`src/rtl/wb_spi_slave.sv`:
```
// SPI mode-3 responder behind a 16-bit Wishbone register pair (DATA, STATUS/CTRL).
// Optional macro WB_SPI_SLAVE_IRQ_EN adds the irq_en control bit and a registered irq_o.
module wb_spi_slave #(
   parameter int          RX_DEPTH    = 4,
   parameter int          SYNC_STAGES = 2,
   parameter logic [7:0]  IDLE_BYTE   = 8'hFF
) (
   input  logic        wb_clk_i,
   input  logic        wb_rst_n_i,
   input  logic        wb_adr_i,
   input  logic [15:0] wb_dat_i,
   output logic [15:0] wb_dat_o,
   input  logic        wb_we_i,
   input  logic [1:0]  wb_sel_i,
   input  logic        wb_stb_i,
   input  logic        wb_cyc_i,
   output logic        wb_ack_o,
   input  logic        sclk_i,
   input  logic        mosi_i,
   input  logic        ss_n_i,
   output logic        miso_o,
   output logic        miso_oe_o,
   output logic        irq_o
);
   localparam int AW = $clog2(RX_DEPTH);
   localparam logic [AW:0] FULL_CNT = (AW+1)'(RX_DEPTH);

   typedef enum logic {IDLE, ACTIVE} state_t;
   state_t state_q, state_d;

   logic [SYNC_STAGES-1:0] sclk_sync, mosi_sync, ss_sync;
   logic sclk_d, ss_d;
   logic sclk_s, mosi_s, ss_s;
   logic [2:0] bit_cnt;
   logic [7:0] rx_shift, tx_shift, tx_hold, rx_byte;
   logic tx_full, overrun, underrun;
   logic [7:0] mem [RX_DEPTH];
   logic [AW-1:0] wr_ptr, rd_ptr;
   logic [AW:0] cnt;
   logic enter, leave, active, sclk_rise_a, sclk_fall_a, byte_done, load_tx;
   logic req, wr, rd, pop, push, tx_wr, ctrl_wr0, fifo_full, nempty;
   logic irq_en_v;
   logic [15:0] status;

   // Idle levels for the synchronisers so reset release never looks like an edge.
   always_ff @(posedge wb_clk_i or negedge wb_rst_n_i) begin
      if (!wb_rst_n_i) begin
         sclk_sync <= '1;
         ss_sync   <= '1;
         mosi_sync <= '0;
         sclk_d    <= 1'b1;
         ss_d      <= 1'b1;
      end else begin
         sclk_sync <= {sclk_sync[SYNC_STAGES-2:0], sclk_i};
         ss_sync   <= {ss_sync[SYNC_STAGES-2:0], ss_n_i};
         mosi_sync <= {mosi_sync[SYNC_STAGES-2:0], mosi_i};
         sclk_d    <= sclk_s;
         ss_d      <= ss_s;
      end
   end

   assign sclk_s = sclk_sync[SYNC_STAGES-1];
   assign ss_s   = ss_sync[SYNC_STAGES-1];
   assign mosi_s = mosi_sync[SYNC_STAGES-1];

   always_ff @(posedge wb_clk_i or negedge wb_rst_n_i) begin
      if (!wb_rst_n_i) state_q <= IDLE;
      else             state_q <= state_d;
   end

   always_comb begin
      state_d = state_q;
      enter   = 1'b0;
      leave   = 1'b0;
      case (state_q)
         IDLE:    if (!ss_s && ss_d) begin state_d = ACTIVE; enter = 1'b1; end
         ACTIVE:  if (ss_s && !ss_d) begin state_d = IDLE;   leave = 1'b1; end
         default: state_d = IDLE;
      endcase
   end

   assign active      = (state_q == ACTIVE);
   assign sclk_rise_a = active && !leave && sclk_s && !sclk_d;
   assign sclk_fall_a = active && !leave && !sclk_s && sclk_d;
   assign byte_done   = sclk_rise_a && (bit_cnt == 3'd7);
   assign load_tx     = enter || byte_done;
   assign rx_byte     = {rx_shift[6:0], mosi_s};

   always_ff @(posedge wb_clk_i or negedge wb_rst_n_i) begin
      if (!wb_rst_n_i) begin
         bit_cnt  <= '0;
         rx_shift <= '0;
         tx_shift <= IDLE_BYTE;
         miso_o   <= 1'b1;
      end else begin
         if (enter || leave) bit_cnt <= '0;
         if (leave) miso_o <= 1'b1;
         if (sclk_fall_a) begin
            miso_o   <= tx_shift[7];
            tx_shift <= {tx_shift[6:0], 1'b0};
         end
         if (sclk_rise_a) begin
            rx_shift <= rx_byte;
            bit_cnt  <= bit_cnt + 3'd1;
         end
         if (load_tx) tx_shift <= tx_full ? tx_hold : IDLE_BYTE;
      end
   end

   assign miso_oe_o = active;

   // Register access is decoded on the edge that raises ack; pops happen there too.
   assign req      = wb_stb_i && wb_cyc_i && !wb_ack_o;
   assign wr       = req && wb_we_i;
   assign rd       = req && !wb_we_i;
   assign pop      = rd && !wb_adr_i && nempty;
   assign tx_wr    = wr && !wb_adr_i && wb_sel_i[0];
   assign ctrl_wr0 = wr && wb_adr_i && wb_sel_i[0];

   assign fifo_full = (cnt == FULL_CNT);
   assign nempty    = (cnt != '0);
   assign push      = byte_done && (!fifo_full || pop);

   always_ff @(posedge wb_clk_i) begin
      if (push) mem[wr_ptr] <= rx_byte;
   end

   always_ff @(posedge wb_clk_i or negedge wb_rst_n_i) begin
      if (!wb_rst_n_i) begin
         wr_ptr <= '0;
         rd_ptr <= '0;
         cnt    <= '0;
      end else begin
         if (push) wr_ptr <= wr_ptr + AW'(1);
         if (pop)  rd_ptr <= rd_ptr + AW'(1);
         case ({push, pop})
            2'b10:   cnt <= cnt + (AW+1)'(1);
            2'b01:   cnt <= cnt - (AW+1)'(1);
            default: cnt <= cnt;
         endcase
      end
   end

   // A set in the same cycle as a CTRL clear keeps the flag high.
   always_ff @(posedge wb_clk_i or negedge wb_rst_n_i) begin
      if (!wb_rst_n_i) begin
         tx_hold  <= '0;
         tx_full  <= 1'b0;
         overrun  <= 1'b0;
         underrun <= 1'b0;
      end else begin
         if (tx_wr) tx_hold <= wb_dat_i[7:0];
         if (tx_wr)        tx_full <= 1'b1;
         else if (load_tx) tx_full <= 1'b0;
         overrun  <= (byte_done && fifo_full && !pop) ||
                     (overrun && !(ctrl_wr0 && wb_dat_i[0]));
         underrun <= (load_tx && !tx_full) ||
                     (underrun && !(ctrl_wr0 && wb_dat_i[1]));
      end
   end

   assign status = {7'b0, irq_en_v, 2'b0, underrun, active, !tx_full, overrun, fifo_full, nempty};

   always_ff @(posedge wb_clk_i or negedge wb_rst_n_i) begin
      if (!wb_rst_n_i) begin
         wb_ack_o <= 1'b0;
         wb_dat_o <= '0;
      end else begin
         wb_ack_o <= req;
         if (rd) wb_dat_o <= wb_adr_i ? status : {8'h00, nempty ? mem[rd_ptr] : 8'h00};
      end
   end

`ifdef WB_SPI_SLAVE_IRQ_EN
   logic irq_en;
   logic unused_bits;
   assign unused_bits = ^wb_dat_i[15:9];
   assign irq_en_v = irq_en;
   always_ff @(posedge wb_clk_i or negedge wb_rst_n_i) begin
      if (!wb_rst_n_i) begin
         irq_en <= 1'b0;
         irq_o  <= 1'b0;
      end else begin
         if (wr && wb_adr_i && wb_sel_i[1]) irq_en <= wb_dat_i[8];
         irq_o <= irq_en && (nempty || overrun);
      end
   end
`else
   logic unused_bits;
   assign unused_bits = ^{wb_dat_i[15:8], wb_sel_i[1]};
   assign irq_en_v = 1'b0;
   assign irq_o    = 1'b0;
`endif
endmodule

```
`config.mk`:
```
export PLATFORM = sky130hd
export DESIGN_NAME = wb_spi_slave
export DESIGN_NICKNAME = d
export VERILOG_FILES = /design/src/rtl/wb_spi_slave.sv
export SDC_FILE = /design/constraint.sdc
export NUM_CORES = 1
export LEC_CHECK = 0
export BUFFER_PORTS_ARGS = -buffer_cell sky130_fd_sc_hd__buf_2
export CORE_MARGIN = 5
export CORE_UTILIZATION = 62
export CTS_CLUSTER_SIZE = 25
export DETAILED_ROUTE_END_ITERATION = 16
export MAX_ROUTING_LAYER = met4
export PLACE_DENSITY_LB_ADDON = 0.1
export SLEW_MARGIN = 20
export SYNTH_ARGS = -nofsm -noshare
export SYNTH_HDL_FRONTEND = slang
export SYNTH_SLANG_ARGS = --single-unit
```
`constraint.sdc`:
```
create_clock -name wb_clk_i -period 6.2 [get_ports wb_clk_i]
set_input_delay 1.24 -clock wb_clk_i [delete_from_list [all_inputs] [get_ports wb_clk_i]]
set_output_delay 1.24 -clock wb_clk_i [all_outputs]
set_load 0.005 [all_outputs]
```
==> flow_summary.toml, run 1 <==
[detailed_routing]
vias_per_cell = 5.57
routed_wl_mm = 6.03
drc = 0
routedWlPerCell_um = 16.9
drt-initial-drc-count = 88
ant_nets = 0
dr.pass1.iters = 4
num_vias = 1982

[power_and_ir_drop]
finalPower_uw = 1490
peakVddDrop_mv = 0.240
p_leak_uw = 0.00170
powerDensity_mw_per_mm2 = 365

[global_routing]
grt_antenna_before_repair = 0
grt_pass1_vias = 1972
grt_overflow = 0
grt_util_all_layers_pct = 18.1
grt_pass1_wl_mm = 10.0
grt_max_degree = 56

[floorplan]
core_mm2 = 0.00589
io_pins = 47
rows = 28
die-height_um = 87.5
dieArea_mm2 = 0.00765
start_util_pct = 63.2
die_width_um = 87.5

[clock_tree]
htreeDepth = 3
cts_buffers = 9
ctsResizeCount = 0
cts.sinks = 87
clockRootBuffer = "clkbuf_8"
cts_tree = "built"
clk_pin_slew_worst_paths_ps = 80
postCtsSetupBuffers = 0
clockBufferDepth = 2
clkLatencyLatePin_ps = 350
hold_buffers = 0

[sta]
hold_violations = 0
period_share_pct = 53.8
setup_viol = 0
final-max-slew-violation-count = 0
fin_hold_ws_ps = 354
fin_skew_ps = 9.21
finalCriticalPeriod_ps = 3330
worst_slew_pin_slew_ps = 802
fin_setup_tns_ps = 0
rsz0062_at_grt = "no"
slew_headroom_pct = 46.4
finalWorstSetupSlack_ps = 2870
max_freq_mhz = 300

[setup_path]
cpPeakStageDelay_ps = 660
path_depth = 9
slowest_stage = "nand4bb_1"
cpLargestDelayFamily = "simple AND/OR/NAND/NOR gates"
crit_fanout = 16
crit_top_cell = "xor2_1"
crit_buf_inv = 2
cp-end-kind = "flop"
worstPathArrival_ps = 3600
start_kind = "primary input"
r2r_end = "cnt[2]"
worstPathRequired_ps = 6470
r2r-start = "wb_ack_o"
worstPathCellList = "buf_2, nand4bb_1, nor3_4, ha_1, inv_1, fa_1, xor2_1, nor2_1, xor2_1"
crit_type = "primary input to flop"
rrSetupSlack_ps = 3480
r2r_cells = 8

[synth]
ys_types = 50
syn-cell-area_mm2 = 0.00372
avgSynthCellArea_um2 = 15.0
ys.flop_type = "dfrtp_1"
yosysSeqAreaShare_pct = 63.3
yosysWarnings = 0
synth_edf_count = 32
ys_ff_latch = 87
syn-instance-count = 248
async_flop_share_pct = 63.2

[finish]
stdcell_count = 356
nNetsFinal = 311
drive_gt1_share_pct = 30.2
antenna_cells = 0
area_growth_pct = 9.51

[placed_design]
pre_cts_ws_ps = 2540
gp_congestion = 0.750
hpwlAfterDp_mm = 4.00
portBuffers = 28
place_inst = 340

[hold_path]
hold_class = "flop to flop"
hold_depth = 0
holdPathEnd = "mosi_sync[1]"
worstHoldStart = "mosi_sync[0]"

[run_status]
status = "completed"

[run]
maxCapViolations = 0
[cell usage in the layout, fill, tap and decap left out, types with 2 or more instances in the layout]
cell,count
buf_2,28
dfstp_2,15
nand4_1,5
inv_1,11
a22oi_1,4
xnor2_1,3
nor2_1,3
xor2_1,3
mux4_2,8
o21ai_1,7
o221ai_2,7
and2_1,5
a22o_1,4
mux2_1,16
edfxtp_1,32
bufinv_16,2
conb_1,9
clkbuf_8,10
a21oi_1,3
dfrtp_1,40
ha_1,7
clkinvlp_4,2
nor2b_1,14
nor3_1,2
o2bb2ai_1,2
nand3_1,2
nand2_1,13
[report_power, final]
part	total, µW	internal (µW)	switching (µW)
Combinational	232	134	97.9
Clock	444	240	204
Sequential	814	715	98.2
Total	1490	1090	400
[cell families (layout without fill, tap and decap cells)]
group	Yosys count	count (layout)	synth area share, %
buffers and inverters	31	56	5.08
xor gates and xnor gates	6	6	1.41
adders and majority gates	9	9	3.16
and+or+nand+nor	56	56	9.34
muxes	26	26	10.3
other	1	9	0.101
AOI/OAI and AO/OA	32	32	7.36
DFF	87	87	63.3
[layer usage]
metal	vias to the layer above	share of wire [%]	GRT usage (%)
li1	933	-	-
met4	0	1.4	5.86
met1	995	48	26.1
met3	10	5.1	3.97
met2	44	45	25.8
met5	-	0	-
[cell usage after synthesis (4+ instances only)]
| cell | count | area share (%) |
|---|---|---|
| ha_1 | 7 | 2.4 |
| nor2b_1 | 14 | 2.4 |
| edfxtp_1 | 32 | 26 |
| and2_1 | 5 | 0.84 |
| a22oi_1 | 4 | 0.81 |
| o21ai_1 | 7 | 0.94 |
| inv_1 | 11 | 1.1 |
| dfrtp_1 | 40 | 27 |
| a22o_1 | 4 | 0.94 |
| mux4_2 | 8 | 4.8 |
| dfstp_2 | 15 | 11 |
| mux2_1 | 16 | 4.8 |
| nand4_1 | 5 | 0.84 |
| buf_4 | 12 | 2.4 |
| nand2_1 | 13 | 1.3 |
| o221ai_2 | 7 | 2.8 |
[stage by stage]
step | area, µm² | utilization, %
after floorplan | 3750 | -
after global placement | 3850 | 65.3
after detailed placement | 3850 | 65.3
after CTS | 4080 | 69.3
after global routing | 4080 | 69.3
final | 4080 | 69.3
[cell type report]
class / count / area, µm²
tap: 75 / 93.8
sequential: 87 / 2360
multi-input combinational: 138 / 1210
clock inverter: 6 / 92.6
clock buffer: 10 / 138
fill: 417 / 1810
timing repair buffer: 29 / 148
inverter: 11 / 41.3
[how the worst max path moves through the flow]
stage	start	endpoint	slack [ps]
detailed placement	wb_we_i	cnt[2]	2540
global route	wb_we_i	cnt[2]	2720
global placement	wb_we_i	cnt[2]	2580
finish	wb_we_i	cnt[2]	2870
CTS	wb_we_i	cnt[2]	2860
floorplan	wb_we_i	cnt[2]	3320
[registers in the layout, indices dropped and copies added, names as in the netlist]
name / flops
rd_ptr: 2
cnt: 3
rx_shift: 7
miso_oe_o: 1
tx_shift: 8
mem: 32
miso_o: 1
tx_hold: 8
wr_ptr: 2
overrun: 1
ss_d: 1
underrun: 1
ss_sync: 2
sclk_sync: 2
wb_ack_o: 1
wb_dat_o: 8
sclk_d: 1
bit_cnt: 3
mosi_sync: 2
tx_full: 1
(Power assumes the default switching activity.)
==> run 2, diff against run 1 <==
CORE_UTILIZATION = 52   (was 62)
clock period = 2.7 ns   (was 6.2 ns; I/O delays follow)
==> run 2 against run 1 <==
Net effect: power increased by 120%; global-route usage down 2.5 points; via count decreased by 1.0%.
==> flow_summary.toml, run 2 (synthesis gave the netlist of run 1 again) <==
[sta]
max_freq_mhz = 418
finalCriticalPeriod_ps = 2390
hold_violations = 0
setup_viol = 0
fin_skew_ps = 9.59
final-max-slew-violation-count = 0
slew_headroom_pct = 54.1
fin_setup_tns_ps = 0
rsz0062_at_grt = "no"
worst_slew_pin_slew_ps = 684
period_share_pct = 88.5

[clock_tree]
ctsResizeCount = 0
clk_pin_slew_worst_paths_ps = 80
clockRootBuffer = "clkbuf_8"
htreeDepth = 3
cts_tree = "built"
cts.sinks = 87
postCtsSetupBuffers = 0
clockBufferDepth = 2
clkLatencyLatePin_ps = 340
cts_buffers = 9
hold_buffers = 0

[power_and_ir_drop]
powerDensity_mw_per_mm2 = 793
p_leak_uw = 0.00170
peakVddDrop_mv = 0.393

[detailed_routing]
vias_per_cell = 5.15
routedWlPerCell_um = 15.4
drc = 0
routed_wl_mm = 5.88
ant_nets = 0
num_vias = 1962
dr.pass1.iters = 4
drt-initial-drc-count = 68

[floorplan]
core_mm2 = 0.00687
die-height_um = 94.6
dieArea_mm2 = 0.00895
start_util_pct = 54.2
rows = 30
io_pins = 47
die_width_um = 94.6

[setup_path]
worstPathRequired_ps = 2970
cp-end-kind = "flop"
crit_fanout = 7
start_kind = "flop"
worstPathArrival_ps = 2660
crit_type = "flop to flop"

[placed_design]
hpwlAfterDp_mm = 4.11
portBuffers = 28
place_inst = 365
gp_congestion = 0.698

[global_routing]
grt_pass1_wl_mm = 10.1
grt_pass1_vias = 2043
grt_util_all_layers_pct = 15.6
grt_max_degree = 31
grt_overflow = 0
grt_antenna_before_repair = 0

[finish]
area_growth_pct = 10.1
stdcell_count = 381
final_cell_mix = "dfrtp_1 (40), edfxtp_1 (32), buf_2 (28)"
top_register = "mem"
largest_reg_flops = 32
nNetsFinal = 315
antenna_cells = 0
drive_gt1_share_pct = 30.2
layout_commonest_cell = "dfrtp_1"

[hold_path]
hold_class = "primary input to asynchronous set/reset pin"

[run_status]
status = "completed"

[run]
maxCapViolations = 0
==> run 2: cell count changes in the layout (fill, tap and decap cells not counted) <==
| cell | before | now |
|---|---|---|
| inv_6 | 1 | 0 |
| clkinv_4 | 1 | 0 |
| clkinvlp_4 | 2 | 1 |
| bufinv_16 | 2 | 1 |
| clkbuf_8 | 10 | 9 |
| buf_12 | 0 | 1 |
| clkbuf_1 | 0 | 3 |
| clkinv_2 | 0 | 2 |
| buf_4 | 1 | 4 |
==> run 2: layout make-up <==
cell class	instances	area [µm²]
timing repair buffer	33	190
fill	574	2770
clock inverter	4	47.5
clock buffer	12	135
multi-input combinational	138	1210
sequential	87	2360
tap	96	120
inverter	11	41.3
==> run 2: final timing paths <==
kind	from	to	slack, ps	cells past startpoint
worst max-delay path	bit_cnt[0]	cnt[2]	310	11
worst min-delay path	wb_rst_n_i	cnt[1]	200	1
worst max register to register	bit_cnt[0]	cnt[2]	310	11
worst min register to register	sclk_sync[0]	sclk_sync[1]	360	0
max in group asynchronous	wb_rst_n_i	ss_d	1850	2
min in group wb_clk_i	ss_n_i	ss_sync[0]	290	1
==> run 2: critical path: stages, from the launching register on <==
cell and delay (ps):
dfrtp_1 390, ha_1 200, ha_1 200, nand4_1 160, and2b_2 310, inv_1 70
ha_1 170, inv_1 60, fa_1 370, xor2_1 150, nor2_1 110, xor2_1 150
==> run 2: per-stage QoR <==
stage | area [µm²] | setup WS, ps | util [%] | total power (µW) | hold WS (ps)
detailed placement | 3920 | 293 | 57.0 | 2440 | 344
CTS | 4100 | 291 | 59.7 | 3290 | 206
finish | 4100 | 309 | 59.7 | 3250 | 197
global route | 4100 | 130 | 59.7 | 3470 | 233
global placement | 3920 | 323 | 57.0 | 2420 | 339
floorplan | 3750 | 522 | - | 2260 | 244
==> run 2: where the power goes <==
| group | leakage [µW] | internal (µW) | switching [µW] |
|---|---|---|---|
| clock | 0.0000904 | 426 | 425 |
| sequential | 0.000953 | 1640 | 223 |
| combinational | 0.000659 | 311 | 223 |
==> run 2: layer usage <==
metal / vias up / part of all wire [%] / GRT usage (%)
li1: 941 / - / -
met1: 983 / 49 / 21.3
met2: 36 / 46 / 22.4
met3: 2 / 4.9 / 4.62
met4: 0 / 0.56 / 5.41
met5: - / 0 / -
